`src/rtl/dds_sweep_ctrl.sv`:
```
// Linear frequency-sweep controller driving the DDS `fin` word.
// Single, sawtooth-repeat and triangle-repeat sweeps with a programmable dwell per value.
module dds_sweep_ctrl #(
  parameter int FW = 24,
  parameter int DW = 24
) (
  input  logic          clk,
  input  logic          rst_n,
  input  logic          start,
  input  logic          stop,
  input  logic [1:0]    mode,
  input  logic [FW-1:0] f_start,
  input  logic [FW-1:0] f_stop,
  input  logic [FW-1:0] f_step,
  input  logic [DW-1:0] dwell,
  output logic [FW-1:0] fin,
  output logic          busy,
  output logic          done,
  output logic          step_tick
);

  typedef enum logic [1:0] {IDLE, RUN, HOLD_END} state_t;
  typedef enum logic [1:0] {M_SINGLE = 2'b00, M_SAW = 2'b01, M_TRI = 2'b10} mode_t;
  typedef struct packed {
    logic          hit;
    logic [FW-1:0] val;
  } adv_t;

  state_t        state, state_d;
  mode_t         s_mode;
  logic [FW-1:0] s_start, s_stop, s_step;
  logic [DW-1:0] s_last, cnt, cnt_d;
  logic          fwd, fwd_d;
  logic [FW-1:0] fin_d;
  logic          busy_d, done_d, tick_d;
  logic          accept, orig_up, leg_up;
  logic [FW-1:0] leg_tgt, rev_tgt;
  adv_t          adv_run, adv_rev;

  // One step toward tgt, clamped so fin never overshoots or wraps.
  function automatic adv_t advance(input logic [FW-1:0] cur, input logic [FW-1:0] tgt,
                                   input logic [FW-1:0] step, input logic up);
    logic [FW:0] sum;
    adv_t        r;
    sum = {1'b0, cur} + {1'b0, step};
    if (step == '0)
      r.hit = 1'b1;
    else if (up)
      r.hit = sum[FW] || (sum[FW-1:0] >= tgt);
    else
      r.hit = (cur < step) || ((cur - step) <= tgt);
    r.val = r.hit ? tgt : (up ? sum[FW-1:0] : cur - step);
    return r;
  endfunction

  assign accept = (state == IDLE) && start && !stop;

  // fwd marks the leg heading toward s_stop; triangle mode toggles it at each endpoint.
  always_comb begin
    orig_up = (s_stop >= s_start);
    leg_up  = fwd ? orig_up : !orig_up;
    leg_tgt = fwd ? s_stop : s_start;
    rev_tgt = fwd ? s_start : s_stop;
    adv_run = advance(fin, leg_tgt, s_step, leg_up);
    adv_rev = advance(fin, rev_tgt, s_step, !leg_up);
  end

  always_comb begin
    // NOTE: every output of this block gets a default first so no path can infer a latch.
    state_d = state;
    fin_d   = fin;
    busy_d  = busy;
    done_d  = 1'b0;
    cnt_d   = cnt;
    fwd_d   = fwd;
    tick_d  = 1'b0;

    unique case (state)
      IDLE: begin
        if (accept) begin
          fin_d   = f_start;
          cnt_d   = '0;
          busy_d  = 1'b1;
          fwd_d   = 1'b1;
          state_d = (f_start == f_stop) ? HOLD_END : RUN;
        end
      end
      RUN: begin
        if (cnt == s_last) begin
          cnt_d = '0;
          fin_d = adv_run.val;
          if (adv_run.hit) state_d = HOLD_END;
        end else begin
          cnt_d = cnt + 1'b1;
        end
      end
      HOLD_END: begin
        if (cnt == s_last) begin
          cnt_d  = '0;
          done_d = 1'b1;
          unique case (s_mode)
            M_SAW: begin
              fin_d   = s_start;
              fwd_d   = 1'b1;
              state_d = (s_start == s_stop) ? HOLD_END : RUN;
            end
            M_TRI: begin
              fwd_d   = !fwd;
              fin_d   = adv_rev.val;
              state_d = adv_rev.hit ? HOLD_END : RUN;
            end
            default: begin
              busy_d  = 1'b0;
              state_d = IDLE;
            end
          endcase
        end else begin
          cnt_d = cnt + 1'b1;
        end
      end
      default: state_d = IDLE;
    endcase

    if (stop) begin
      state_d = IDLE;
      fin_d   = fin;
      busy_d  = 1'b0;
      done_d  = 1'b0;
      cnt_d   = '0;
    end

    // The load on an accepted start is the sweep's origin, not a step.
    tick_d = (state != IDLE) && (fin_d != fin);
  end

  // NOTE: sequential state uses non-blocking assignments so all registers update together.
  always_ff @(posedge clk or negedge rst_n) begin
    if (!rst_n) begin
      state     <= IDLE;
      fin       <= '0;
      busy      <= 1'b0;
      done      <= 1'b0;
      step_tick <= 1'b0;
      cnt       <= '0;
      fwd       <= 1'b1;
      s_mode    <= M_SINGLE;
      s_start   <= '0;
      s_stop    <= '0;
      s_step    <= '0;
      s_last    <= '0;
    end else begin
      state     <= state_d;
      fin       <= fin_d;
      busy      <= busy_d;
      done      <= done_d;
      step_tick <= tick_d;
      cnt       <= cnt_d;
      fwd       <= fwd_d;
      if (accept) begin
        s_mode  <= (mode == 2'b11) ? M_SINGLE : mode_t'(mode);
        s_start <= f_start;
        s_stop  <= f_stop;
        s_step  <= f_step;
        s_last  <= (dwell == '0) ? '0 : dwell - 1'b1;
      end
    end
  end

endmodule

```
`config.mk`:
```
export PLATFORM = sky130hd
export DESIGN_NAME = dds_sweep_ctrl
export DESIGN_NICKNAME = d
export VERILOG_FILES = /design/src/rtl/dds_sweep_ctrl.sv
export SDC_FILE = /design/constraint.sdc
export NUM_CORES = 1
export LEC_CHECK = 0
export BUFFER_PORTS_ARGS = -buffer_cell sky130_fd_sc_hd__buf_2
export CAP_MARGIN = 20
export CORE_ASPECT_RATIO = 2
export CORE_MARGIN = 1
export CORE_UTILIZATION = 50
export CTS_BUF_LIST = sky130_fd_sc_hd__clkbuf_2 sky130_fd_sc_hd__clkbuf_4 sky130_fd_sc_hd__clkbuf_8
export CTS_CLUSTER_SIZE = 24
export DETAILED_ROUTE_END_ITERATION = 7
export PLACE_DENSITY = 0.77
export SYNTH_ARGS = -nofsm -noshare
export SYNTH_HDL_FRONTEND = slang
export SYNTH_SLANG_ARGS = --single-unit
export TNS_END_PERCENT = 50
```
`constraint.sdc`:
```
create_clock -name clk -period 8.5 [get_ports clk]
set_clock_uncertainty 0.2 [all_clocks]
set_input_delay 1.7 -clock clk [delete_from_list [all_inputs] [get_ports clk]]
set_output_delay 1.7 -clock clk [all_outputs]
set_load 0.01 [all_outputs]
```
==> flow_summary_export.csv <==
group,metric,value,unit
worst_setup_path,r2r-start,"fin[4]",
floorplanning,ioPinCount,129,
worst_setup_path,startpoint,"fin[4]",
worst_setup_path,worstPathCellList,"ha_1 > a21o_1 > or3_1 > o211ai_1 > o211ai_1 > a2111oi_0 > buf_4 > o21ai_0 > xnor2_1 > ha_1 > and4_1 > a221oi_1 > nor4bb_1 > nor4_1 > a31oi_2 > buf_4 > o41ai_1 > a21o_1 > o21ai_0 > buf_4 > o32ai_1 > nor4_1 > a41oi_1",
sta,slew_headroom,18.5,%
clock_tree,clk_transition_reported_paths,0.11,ns
sta,final_min_period_over_clock_period,93.5,%
clock_tree,holdBufCountCts,0,
clock_tree,clock_tree.root_cell,"sky130_fd_sc_hd__clkbuf_8",
yosys,synth_async_sr_flop_share,100,%
worst_setup_path,critical_path.slowest_cell,"sky130_fd_sc_hd__a31oi_2",
sta,final_hold_violation_count,0,
route,route.detailed.wl_per_inst,30.5,um
clock_tree,postCtsSetupBuffers,0,
sta,setup_viol,0,
yosys,synth_warnings,0,
route,wl,77200,um
worst_hold_path,worst_hold_startpoint,"s_last[22]",
clock_tree,cts_max_level,4,
sta,final_critical_path_required_period,7.95,ns
floorplanning,die_area,32000,um^2
clock_tree,max-clock-path-buffers,2,
finish,layout_filler_cell_count,2989,
placement,port_buffers,128,
route,drt_first_iter_violations,1825,
sta,fmaxAchievable,126,MHz
route,viasPerCell,6.90,
sta,finalHoldWorstSlack,0.310,ns
yosys,portion_of_the_post_synthesis_area_used_by_sequential_elements,24.4,%
global_route,met3_usage,19.2,%
global_route,grt_start_max_net_pins,68,
worst_setup_path,critical_path.max_stage_delay,0.78,ns
global_route,met2_track_demand_over_resource_in_global_routing,80.5,%
floorplanning,fp.coreArea,30700,um^2
worst_setup_path,critical_path.most_common_cell,"sky130_fd_sc_hd__buf_4",
yosys,postSynthAreaPerCell,7.70,um^2
global_route,overall_routing_resource_usage,50.7,%
worst_setup_path,worst_ep_required_time,8.68,ns
sta,setup_tns,0,ns
yosys,syn_inst,2028,
global_route,grt_most_used_layer,"met2",
finish,syn2layout_area_growth,10.7,%
finish,final_net_count,2419,
job,timing.max_cap.violations,0,
yosys,ys_dominant_reg_cell,"sky130_fd_sc_hd__dfrtp_1",
finish,register_area,3800,um^2
global_route,met1_grt_util,47.3,%
sta,worst_slew_pin_slew,1.22,ns
route,final_antenna_net_count,0,
outcome,outcome,"finished, violations left",
placement,gp_routability_congestion,1.12,
global_route,initial_antenna_violation_count,9,
clock_tree,tritoncts,"built",
floorplanning,dieHeight,252,um
outcome,violations,"design-rule violations",
yosys,number_of_enable_type_register_cells_in_the_synthesized_netlist,0,
floorplanning,fp-row-count,91,
clock_tree,numCtsBuffers,17,
yosys,synth_fp_nets,2304,
finish,multi_input_comb_area,11000,um^2
sta,setup_repair_after_global_routing_missed_its_margin,"false",
finish,layout_common_cells,"sky130_fd_sc_hd__nand2_1 (296), sky130_fd_sc_hd__o21ai_0 (194), sky130_fd_sc_hd__ha_1 (172)",
clock_tree,clock_sinks,152,
global_route,grt_pass1_vias,17605,
floorplanning,fp.dieW,127,um
worst_setup_path,critPathLaunchType,"flop",
placement,dp_hpwl,59600,um
worst_hold_path,hold_path.class,"reg2reg",
finish,layout-drive-gt1-share,12.3,%
yosys,netlist_area,15600,um^2
clock_tree,clock_latency,0.54,ns
global_route,grt_first_pass_wirelength,116000,um
worst_setup_path,timing.setup.critical_path_class,"reg2reg",
worst_setup_path,worstPathArrival,8.12,ns
yosys,synth.distinct_cells,82,
yosys,ys_seq_elements,152,
route,routed-via-count,17483,
route,detail_route.drc_violations,16,
finish,layout.cells.most_common,"sky130_fd_sc_hd__nand2_1",
worst_setup_path,cp-end-kind,"flop",
floorplanning,floorplan.initialDensity,50.8,%
clock_tree,cts_repair_resize_count,0,
global_route,gr-total-overflow,0,
sta,timing_max_transition_violations_final,0,
route,drt_pre_antenna_iters,8,
worst_setup_path,critical_path_peak_fanout,10,
## sequential cells by signal, summed over array words and instances (netlist names)
name	cells
fin	24
step_tick	1
cnt	24
s_stop	24
s_last	24
state	2
s_step	24
busy	1
s_start	24
fwd	1
done	1
s_mode	2
## final cells by class
cell class              count  share of cell area, %
well taps                 372                   2.69
flip-flops and latches    152                   22.0
repair buffers            198                   6.78
clock buffers              18                   1.43
clock inverters            14                  0.897
inverters                 114                   2.47
diodes                      7                  0.101
multi-input cells        1660                   63.6
## path summary, 6_finish.rpt
| kind | slack (ns) | endpoint | cells past startpoint |
|---|---|---|---|
| setup / recovery | 0.55 | step_tick | 23 |
| hold / removal | 0.31 | s_last[22] | 2 |
| setup reg to reg | 0.55 | step_tick | 23 |
| hold reg to reg | 0.31 | s_last[22] | 2 |
| max in group asynchronous | 5.99 | s_last[5] | 2 |
| min in group asynchronous | 0.89 | s_start[17] | 1 |
## Yosys cell counts (11+ instances only)
| cell type | count | area [um^2] |
|---|---|---|
| sky130_fd_sc_hd__nor2_1 | 150 | 563 |
| sky130_fd_sc_hd__xor2_1 | 35 | 307 |
| sky130_fd_sc_hd__a21oi_1 | 161 | 806 |
| sky130_fd_sc_hd__o31ai_1 | 15 | 113 |
| sky130_fd_sc_hd__clkbuf_1 | 81 | 304 |
| sky130_fd_sc_hd__o21a_1 | 13 | 97.6 |
| sky130_fd_sc_hd__inv_1 | 112 | 420 |
| sky130_fd_sc_hd__dfrtp_1 | 151 | 3780 |
| sky130_fd_sc_hd__nor4_1 | 29 | 181 |
| sky130_fd_sc_hd__mux2i_1 | 71 | 711 |
| sky130_fd_sc_hd__nand2_1 | 296 | 1110 |
| sky130_fd_sc_hd__nor3_1 | 33 | 165 |
| sky130_fd_sc_hd__a31oi_1 | 16 | 100 |
| sky130_fd_sc_hd__and3_1 | 23 | 144 |
| sky130_fd_sc_hd__a21o_1 | 18 | 135 |
| sky130_fd_sc_hd__o21ai_0 | 194 | 971 |
| sky130_fd_sc_hd__o21bai_1 | 11 | 82.6 |
| sky130_fd_sc_hd__o211ai_1 | 17 | 128 |
| sky130_fd_sc_hd__a211o_1 | 11 | 96.3 |
| sky130_fd_sc_hd__ha_1 | 172 | 2150 |
| sky130_fd_sc_hd__a21boi_0 | 18 | 135 |
| sky130_fd_sc_hd__nand4_1 | 41 | 257 |
| sky130_fd_sc_hd__nor2b_1 | 15 | 93.8 |
| sky130_fd_sc_hd__xnor2_1 | 72 | 631 |
| sky130_fd_sc_hd__nand2b_1 | 19 | 119 |
| sky130_fd_sc_hd__a211oi_1 | 37 | 278 |
| sky130_fd_sc_hd__nand3_1 | 33 | 165 |
| sky130_fd_sc_hd__mux2_2 | 11 | 124 |
## worst max-delay path: cells and delay by family, from the launching register on
family                   cells  cell delay [ns]
AO/OA/AOI/OAI               12             3.62
XOR/XNOR                     1             0.48
adder cells (fa/ha/maj)      2             0.80
buffers and inverters        3             0.75
flip-flops                   1             0.51
AND/OR/NAND/NOR              5             1.40
## logic make-up after synthesis
family | share of synthesized area (%)
simple gates | 20.1
flops | 24.4
mux | 5.34
fa+ha+maj | 14.0
compound gates | 24.8
buf+inv | 5.39
xor+xnor | 6.00
## through the flow
step	cell area (um^2)	instances	setup slack, ns	utilization [%]
floorplan	15600	2028	2.28	-
global placement	16800	2482	0.859	54.5
detailed placement	16800	2482	0.836	54.5
CTS	17200	2514	0.792	55.8
global route	17300	2532	0.323	56.2
finish	17300	2535	0.554	56.3
## metal layers
metal | part of all wire (%) | up-vias
met2 | 46 | 1170
li1 | - | 7559
met4 | 14 | 2
met5 | 0.017 | -
met3 | 9.2 | 551
met1 | 31 | 8201
Power is left out: the tool's default activity adds up to more than one toggle a clock period on the data nets, which glitch-free logic cannot reach.
